`config.mk`:
```
export PLATFORM = sky130hd
export DESIGN_NAME = iir_pole
export DESIGN_NICKNAME = d
export VERILOG_FILES = /design/src/rtl/iir_pkg.sv /design/src/rtl/iir_sat.sv /design/src/rtl/iir_pole.sv
export SDC_FILE = /design/constraint.sdc
export NUM_CORES = 1
export LEC_CHECK = 0
export ABC_AREA = 0
export CAP_MARGIN = 10
export CORE_AREA = 2 2 147 163
export CTS_BUF_LIST = sky130_fd_sc_hd__clkbuf_2
export DETAILED_ROUTE_END_ITERATION = 8
export DIE_AREA = 0 0 149 165
export SLEW_MARGIN = 20
export SYNTH_ARGS = -nofsm -noshare
export SYNTH_HDL_FRONTEND = slang
export SYNTH_SLANG_ARGS = --single-unit
export TNS_END_PERCENT = 100
```
`constraint.sdc`:
```
create_clock -name clk -period 6.39 [get_ports clk]
set_clock_uncertainty 0.05 [all_clocks]
set_input_delay 0.9585 -clock clk [delete_from_list [all_inputs] [get_ports clk]]
set_output_delay 0.9585 -clock clk [all_outputs]
set_load 0.05 [all_outputs]
```
`src/rtl/iir_pkg.sv`:
```
// iir_pkg: widths, default coefficients and FSM states shared by the IIR filter sections.
`default_nettype none

package iir_pkg;

    localparam int DIN_W   = 21;
    localparam int DOUT_W  = 12;
    localparam int COE_W   = 12;
    localparam int Q_SHIFT = 10;
    localparam int PROD_W  = COE_W + DOUT_W;
    localparam int ACC_W   = PROD_W + 1;

    // Feedback (pole) coefficients, Q10: a1 ~ -1.911, a2 ~ 0.915
    localparam logic signed [COE_W-1:0] A1 = -12'sd1957;
    localparam logic signed [COE_W-1:0] A2 = 12'sd937;

    typedef enum logic [1:0] {
        IDLE = 2'd0,
        MAC1 = 2'd1,
        MAC2 = 2'd2,
        DONE = 2'd3
    } state_t;

endpackage

`default_nettype wire

```
`src/rtl/iir_sat.sv`:
```
// iir_sat: arithmetic down-shift (optionally rounded, IIR_POLE_ROUND_EN) and clamp to OUT_W bits.
`default_nettype none

module iir_sat #(
    parameter int IN_W  = 25,
    parameter int OUT_W = 12,
    parameter int SHIFT = 10
) (
    input  logic [IN_W-1:0]  acc,
    output logic [OUT_W-1:0] value,
    output logic             clip
);

    localparam int EXT_W = IN_W + 1;
    localparam logic signed [EXT_W-1:0] MAX_V = EXT_W'((2**(OUT_W-1)) - 1);
    localparam logic signed [EXT_W-1:0] MIN_V = EXT_W'(-(2**(OUT_W-1)));

    logic signed [EXT_W-1:0] biased;
    logic signed [EXT_W-1:0] shifted;

    always_comb begin
        // One guard bit so the rounding bias can never wrap
        biased = $signed({acc[IN_W-1], acc});
`ifdef IIR_POLE_ROUND_EN
        biased = biased + $signed(EXT_W'(2**(SHIFT-1)));
`endif
        shifted = biased >>> SHIFT;
        clip    = 1'b0;
        value   = shifted[OUT_W-1:0];
        if (shifted > MAX_V) begin
            clip  = 1'b1;
            value = MAX_V[OUT_W-1:0];
        end else if (shifted < MIN_V) begin
            clip  = 1'b1;
            value = MIN_V[OUT_W-1:0];
        end
    end

endmodule

`default_nettype wire

```
`src/rtl/iir_pole.sv`:
```
// iir_pole: recursive half of the 2nd-order IIR, one shared multiplier, one sample per 4 clocks.
// Optional round-half-up before the shift when IIR_POLE_ROUND_EN is defined.
`default_nettype none

module iir_pole
    import iir_pkg::*;
(
    input  logic              clk,
    input  logic              rst_n,
    input  logic [DIN_W-1:0]  Xin,
    input  logic              in_valid,
    output logic              in_ready,
    output logic [DOUT_W-1:0] Yout,
    output logic              out_valid,
    output logic              sat,
    output logic              overrun
);

    state_t state;
    state_t next_state;

    logic signed [ACC_W-1:0]  acc;
    logic signed [DOUT_W-1:0] y1;
    logic signed [DOUT_W-1:0] y2;

    logic signed [COE_W-1:0]  coef;
    logic signed [DOUT_W-1:0] hist;
    logic signed [PROD_W-1:0] prod;

    logic [DOUT_W-1:0] sat_value;
    logic              sat_clip;

    assign in_ready = (state == IDLE);

    always_ff @(posedge clk or posedge rst_n) begin
        if (rst_n) begin
            state <= IDLE;
        end else begin
            state <= next_state;
        end
    end

    always_comb begin
        next_state = state;
        case (state)
            IDLE:    if (in_valid) next_state = MAC1;
            MAC1:    next_state = MAC2;
            MAC2:    next_state = DONE;
            DONE:    next_state = IDLE;
            default: next_state = IDLE;
        endcase
    end

    // Single multiplier; operands follow the MAC step in progress
    always_comb begin
        coef = A1;
        hist = y1;
        if (state == MAC2) begin
            coef = A2;
            hist = y2;
        end
        prod = coef * hist;
    end

    iir_sat #(
        .IN_W  (ACC_W),
        .OUT_W (DOUT_W),
        .SHIFT (Q_SHIFT)
    ) u_sat (
        .acc   (acc),
        .value (sat_value),
        .clip  (sat_clip)
    );

    always_ff @(posedge clk or posedge rst_n) begin
        if (rst_n) begin
            acc       <= '0;
            y1        <= '0;
            y2        <= '0;
            Yout      <= '0;
            out_valid <= 1'b0;
            sat       <= 1'b0;
            overrun   <= 1'b0;
        end else begin
            out_valid <= 1'b0;
            sat       <= 1'b0;
            if (in_valid && !in_ready) begin
                overrun <= 1'b1;
            end
            case (state)
                IDLE: if (in_valid) acc <= ACC_W'($signed(Xin));
                MAC1: acc <= acc - ACC_W'(prod);
                MAC2: acc <= acc - ACC_W'(prod);
                DONE: begin
                    Yout      <= sat_value;
                    y2        <= y1;
                    y1        <= $signed(sat_value);
                    out_valid <= 1'b1;
                    sat       <= sat_clip;
                end
                default: ;
            endcase
        end
    end

endmodule

`default_nettype wire
```
==> impl_metrics.json, run 1 <==
{
  "drive_gt1_share_pct": 15.1,
  "setup_viol": 0,
  "hold_violations": 0,
  "numClockSinks": 54,
  "muxShareOfSynthArea_pct": 2.90,
  "dp_hpwl_um": 16000,
  "hp-class": "flop to flop",
  "worst_ep_arrival_time_ps": 6720,
  "slew_headroom_pct": 43.1,
  "ys_seq_area_share_pct": 17.1,
  "rsz0062_at_grt": "true",
  "yosys_warnings": 0,
  "initial_utilization_pct": 34.8,
  "fmax_ghz": 0.158,
  "area_growth_pct": 19.5,
  "drt_pre_antenna_iters": 4,
  "grt_max_degree": 55,
  "synthSimpleGateAreaFrac_pct": 7.77,
  "synthDistinctLibCells": 55,
  "overflow": 0,
  "grt_usage_pct": 16.6,
  "drc": 0,
  "final-max-slew-violation-count": 0,
  "syn_inst": 855,
  "fin_area_um2": 9470,
  "synth_compound_area_share_pct": 10.5,
  "status": "finished, final reports clean",
  "clk_pin_slew_worst_paths_ps": 300,
  "clock_path_buffers": 2,
  "cts_tree": "built",
  "synth_edf_count": 0,
  "cp_data_required_time_ps": 6790,
  "syn-cell-area_um2": 7930,
  "numCtsBuffers": 5,
  "period_share_pct": 98.8,
  "place_inst": 1246,
  "cts.htree.levels": 2,
  "worstSkewPairLatency_ps": 520,
  "ant_nets": 0,
  "nets": 1195,
  "num_rows": 58,
  "drt-initial-drc-count": 248,
  "synth_xor_area_share_pct": 4.42,
  "synth_top_family_by_area": "adder cells",
  "cts_hold_buffers": 0,
  "whs_ps": 461,
  "wl_um": 19300,
  "tns_ps": 0,
  "die-width_um": 149,
  "vias_per_cell": 4.63,
  "cp-start-kind": "flop",
  "dieArea_um2": 24600,
  "worstPathMaxFanout": 7,
  "worstReg2RegStart": "state[1]$_DFFE_PP0P_",
  "fin_crit_ps": 6310,
  "ys_dominant_reg_cell": "dfrtp_1",
  "core_area_um2": 22800,
  "die_h_um": 165,
  "root_buffer": "clkbuf_2",
  "place.gp.congestion": 0.882,
  "antenna_found_initial": 1,
  "grt_pass1_wl_um": 31800,
  "avgSynthCellArea_um2": 9.27,
  "worst_slew_pin_slew_ps": 848,
  "cap_violations": 0,
  "critPathLaunch": "state[1]$_DFFE_PP0P_",
  "synth_fa_ha_area_share_pct": 44.6,
  "synth-seq-cells": 54,
  "grt_pass1_vias": 6101,
  "wl_per_cell_um": 15.3,
  "via_count": 5833,
  "critPathKind": "flop to flop",
  "io_pins": 40,
  "min_from": "overrun$_DFFE_PP0P_",
  "endpoint_kind": "flop",
  "placed_area_um2": 9160,
  "ys_async_sr_fraction_pct": 100,
  "port_buffers": 39,
  "stdcell_count": 1260
}
==> synth_stat cells, types with 2 or more instances <==
master | number | area share [%]
a21oi_1 | 40 | 2.5
xor2_1 | 17 | 1.9
and3_1 | 2 | 0.16
o21a_1 | 3 | 0.28
o211ai_1 | 3 | 0.28
fa_1 | 118 | 30
and2_1 | 3 | 0.24
nand2b_1 | 15 | 1.2
mux2i_1 | 5 | 0.63
o22ai_1 | 27 | 2.1
buf_1 | 3 | 0.14
nor2_1 | 43 | 2.0
nand3_1 | 8 | 0.51
o31ai_1 | 4 | 0.38
a32oi_1 | 2 | 0.22
ha_1 | 94 | 15
dfrtp_1 | 54 | 17
a21o_1 | 11 | 1.0
a31oi_1 | 3 | 0.24
a211oi_1 | 3 | 0.28
or2_2 | 9 | 0.71
xnor2_1 | 23 | 2.5
o21ai_1 | 4 | 0.25
o21bai_1 | 3 | 0.28
inv_1 | 245 | 12
clkbuf_1 | 16 | 0.76
o21ai_0 | 17 | 1.1
nand2_1 | 38 | 1.8
nor3_1 | 4 | 0.25
mux2_2 | 13 | 1.8
==> worst paths after layout <==
kind / end / slack, ps / depth (start not counted)
worst max-delay path: acc[23]$_DFFE_PP0P_ / 80 / 24
worst min-delay path: overrun$_DFFE_PP0P_ / 460 / 1
worst max register to register: acc[23]$_DFFE_PP0P_ / 80 / 24
worst min register to register: overrun$_DFFE_PP0P_ / 460 / 1
max in group asynchronous: acc[4]$_DFFE_PP0P_ / 4920 / 3
min in group asynchronous: acc[1]$_DFFE_PP0P_ / 860 / 3
==> flip-flops by register name (all words and copies together) (netlist names) <==
register	cells
sat	1
out_valid	1
overrun	1
state	2
y2	12
y1	12
acc	25
==> final cells by class <==
type	instances	area, µm²
Antenna cell	1	2.50
Clock buffer	5	25.0
Clock inverter	2	33.8
Fill cell	2280	13300
Inverter	245	920
Multi-Input combinational cell	537	5750
Sequential cell	54	1350
Tap cell	300	375
Timing Repair Buffer	116	1020
==> logic make-up (layout without fill, tap and decap cells) <==
kind of cell | Yosys count | in the layout
xor+xnor | 40 | 40
simple gates | 130 | 130
flops | 54 | 54
compound gates | 133 | 133
fa+ha+maj | 212 | 212
mux | 20 | 20
buf+inv | 265 | 368
other cells | 1 | 3
==> per-stage QoR <==
| stage | utilization, % | worst slack [ps] |
|---|---|---|
| 2_1_floorplan | - | 16.5 |
| 3_3_place_gp | 40.2 | 52.2 |
| 3_5_place_dp | 40.2 | -27.1 |
| 4_1_cts | 40.5 | 20.7 |
| 5_1_grt | 41.6 | -135 |
| 6_report | 41.6 | 76.0 |
==> metal layers <==
metal / up-vias / track usage [%] / part of all wire, %
li1: 2850 / - / -
met1: 2879 / 22.9 / 45
met2: 86 / 28.6 / 50
met3: 18 / 1.60 / 3.0
met4: 0 / 3.33 / 1.3
met5: - / 0 / 0
==> cells in the final DEF (no fill, tap or decap), types with 23 or more instances in the layout <==
| cell | n |
|---|---|
| inv_1 | 241 |
| fa_1 | 116 |
| ha_1 | 90 |
| buf_4 | 73 |
| dfrtp_1 | 54 |
| a21oi_1 | 39 |
| clkdlybuf4s50_1 | 39 |
| nor2_1 | 35 |
| nand2_1 | 33 |
| o22ai_1 | 27 |
| xnor2_1 | 23 |
==> worst max-delay path, cell delays in order, from the launching register on <==
cell,delay (ps)
dfrtp_1,480
ha_4,210
buf_12,150
nand2_1,150
buf_4,140
nand2_1,40
ha_1,270
inv_1,50
fa_1,500
inv_1,50
fa_1,510
fa_2,480
fa_1,540
inv_1,60
fa_1,500
inv_1,50
ha_1,340
o21ai_1,140
nand2b_1,110
a32oi_1,270
o21ai_2,90
o31a_1,290
a211o_1,280
a21oi_2,140
mux2_1,330
==> what timing repair did <==
item / 4_1_cts / 5_1_grt
endpoints found under the setup margin: 3 / 7
setup buffers: 0 / 4
gates resized for setup: 7 / 35
gates cloned: 0 / 2
pin swaps: 3 / 13
Power of run 1 is left out: the tool's default activity adds up to more than one toggle a clock period on the data nets, which glitch-free logic cannot reach.
==> run 2: changes to the inputs <==
- TNS_END_PERCENT: 100 -> 30
- clock period: 6.39 -> 6.3 ns (I/O delays scaled with it)
==> impl_metrics.json, run 2 (synthesized netlist as in run 1, its figures left out) <==
{
  "drc": 0,
  "hp-class": "flop to flop",
  "nets": 1223,
  "fin_crit_ps": 6210,
  "worstSkewPairLatency_ps": 550,
  "top_usage_layer": "met2",
  "vias_per_cell": 4.58,
  "antenna_found_initial": 1,
  "use_met2_pct": 29.6,
  "global_route.usage.met3_pct": 1.60,
  "fin_area_um2": 9890,
  "num_rows": 58,
  "dp_hpwl_um": 16200,
  "grt_pass1_vias": 6359,
  "numCtsBuffers": 5,
  "area_growth_pct": 24.8,
  "worst_slew_pin_slew_ps": 864,
  "top_register": "acc",
  "cp_num_buf_inv": 10,
  "io_pins": 40,
  "n_fill_cell": 2242,
  "cp-start-kind": "flop",
  "critPathTopFamily": "adder cells",
  "ant_nets": 0,
  "cts_hold_buffers": 0,
  "initial_utilization_pct": 34.8,
  "largest_registers": "acc: 25 flops, y1: 12 flops, y2: 12 flops",
  "numClockSinks": 54,
  "dieArea_um2": 24600,
  "drt-initial-drc-count": 225,
  "endpoint_kind": "flop",
  "placed_area_um2": 9340,
  "cap_violations": 0,
  "path_cells": "inv_2 -> ha_4 -> buf_12 -> nor2_2 -> buf_4 -> fa_2 -> inv_2 -> fa_2 -> buf_6 -> inv_2 -> buf_4 -> fa_1 -> inv_1 -> fa_1 -> inv_1 -> fa_1 -> fa_1 -> inv_2 -> ha_4 -> and2_4 -> or4_1 -> o211ai_1 -> nand3_1 -> a31o_1",
  "port_buffers": 39,
  "grt_usage_pct": 17.2,
  "final-max-slew-violation-count": 0,
  "worst_path_max_delay_cell": "fa_2",
  "fmax_ghz": 0.161,
  "worst_ep_arrival_time_ps": 6640,
  "largest_reg_flops": 25,
  "cts_tree": "built",
  "drt_pre_antenna_iters": 4,
  "die_h_um": 165,
  "period_share_pct": 98.5,
  "final_common_cell": "inv_1",
  "grt_pass1_wl_um": 32800,
  "whs_ps": 455,
  "setup_viol": 0,
  "status": "finished, final reports clean",
  "slew_headroom_pct": 42.0,
  "root_buffer": "clkbuf_2",
  "place.gp.congestion": 0.866,
  "clk_pin_slew_worst_paths_ps": 300,
  "via_count": 5906,
  "rsz0062_at_grt": "true",
  "fin_ws_ps": 92.9,
  "slowest_delay_ps": 610,
  "cts.htree.levels": 2,
  "grt_max_degree": 55,
  "core_area_um2": 22800,
  "die-width_um": 149,
  "overflow": 0,
  "clock_path_buffers": 2,
  "critPathKind": "flop to flop",
  "wl_um": 19600,
  "ff2ff_setup_slack_ps": 90,
  "mostFrequentLayoutCells": "231 x inv_1, 108 x fa_1, 98 x buf_4",
  "pre_cts_slack_ps": -109,
  "worstPathMaxFanout": 5,
  "cp_data_required_time_ps": 6730,
  "drive_gt1_share_pct": 21.2,
  "met1_usage_pct": 23.3,
  "wl_per_cell_um": 15.2,
  "hold_violations": 0,
  "tns_ps": 0
}
==> run 2: cell types whose count changed in the layout (fill, tap and decap cells not counted), moves of 3 or more <==
cell     delta
a21oi_1     -3
a21oi_2     +3
buf_4      +25
fa_1        -8
fa_2        +8
ha_1        -9
ha_4        +8
inv_1      -10
inv_2       +8
nand2_1     -3
nor2_2      -3
==> run 2: stage by stage <==
| stage | util (%) | instances |
|---|---|---|
| floorplan | - | 856 |
| global placement | 41.0 | 1267 |
| detailed placement | 41.0 | 1267 |
| CTS | 42.5 | 1282 |
| global route | 43.4 | 1289 |
| finish | 43.4 | 1289 |
==> run 2: routing by layer <==
metal	up-vias	wire length, µm
met5	-	0
met4	0	422
met3	20	545
met2	83	9830
met1	2901	8840
li1	2902	-
==> run 2: final timing paths <==
check	startpoint	endpoint	cells after the start
max	state[0]$_DFFE_PP0P_	acc[24]$_DFFE_PP0P_	24
min	overrun$_DFFE_PP0P_	overrun$_DFFE_PP0P_	1
max reg2reg	state[0]$_DFFE_PP0P_	acc[24]$_DFFE_PP0P_	24
min reg2reg	overrun$_DFFE_PP0P_	overrun$_DFFE_PP0P_	1
max in group asynchronous	rst_n	y2[2]$_DFFE_PP0P_	3
min in group asynchronous	rst_n	y1[5]$_DFFE_PP0P_	3
==> run 2: area by class of cell <==
cell class | instances | area [µm²] | share of cell area, %
Tap cell | 300 | 375 | 3.80
Sequential cell | 54 | 1350 | 13.7
Inverter | 245 | 925 | 9.35
Timing Repair Buffer | 144 | 1260 | 12.8
Clock buffer | 7 | 35.0 | 0.354
Antenna cell | 1 | 2.50 | 0.0253
Multi-Input combinational cell | 537 | 5910 | 59.7
Clock inverter | 1 | 30.0 | 0.304
==> run 2: repair_timing <==
action,CTS,global route
buffers inserted,5,6
gates resized for setup,42,37
pin swaps,35,39
setup endpoints to repair,6,7
gates cloned,2,0
Power of run 2 is left out for the same reason.
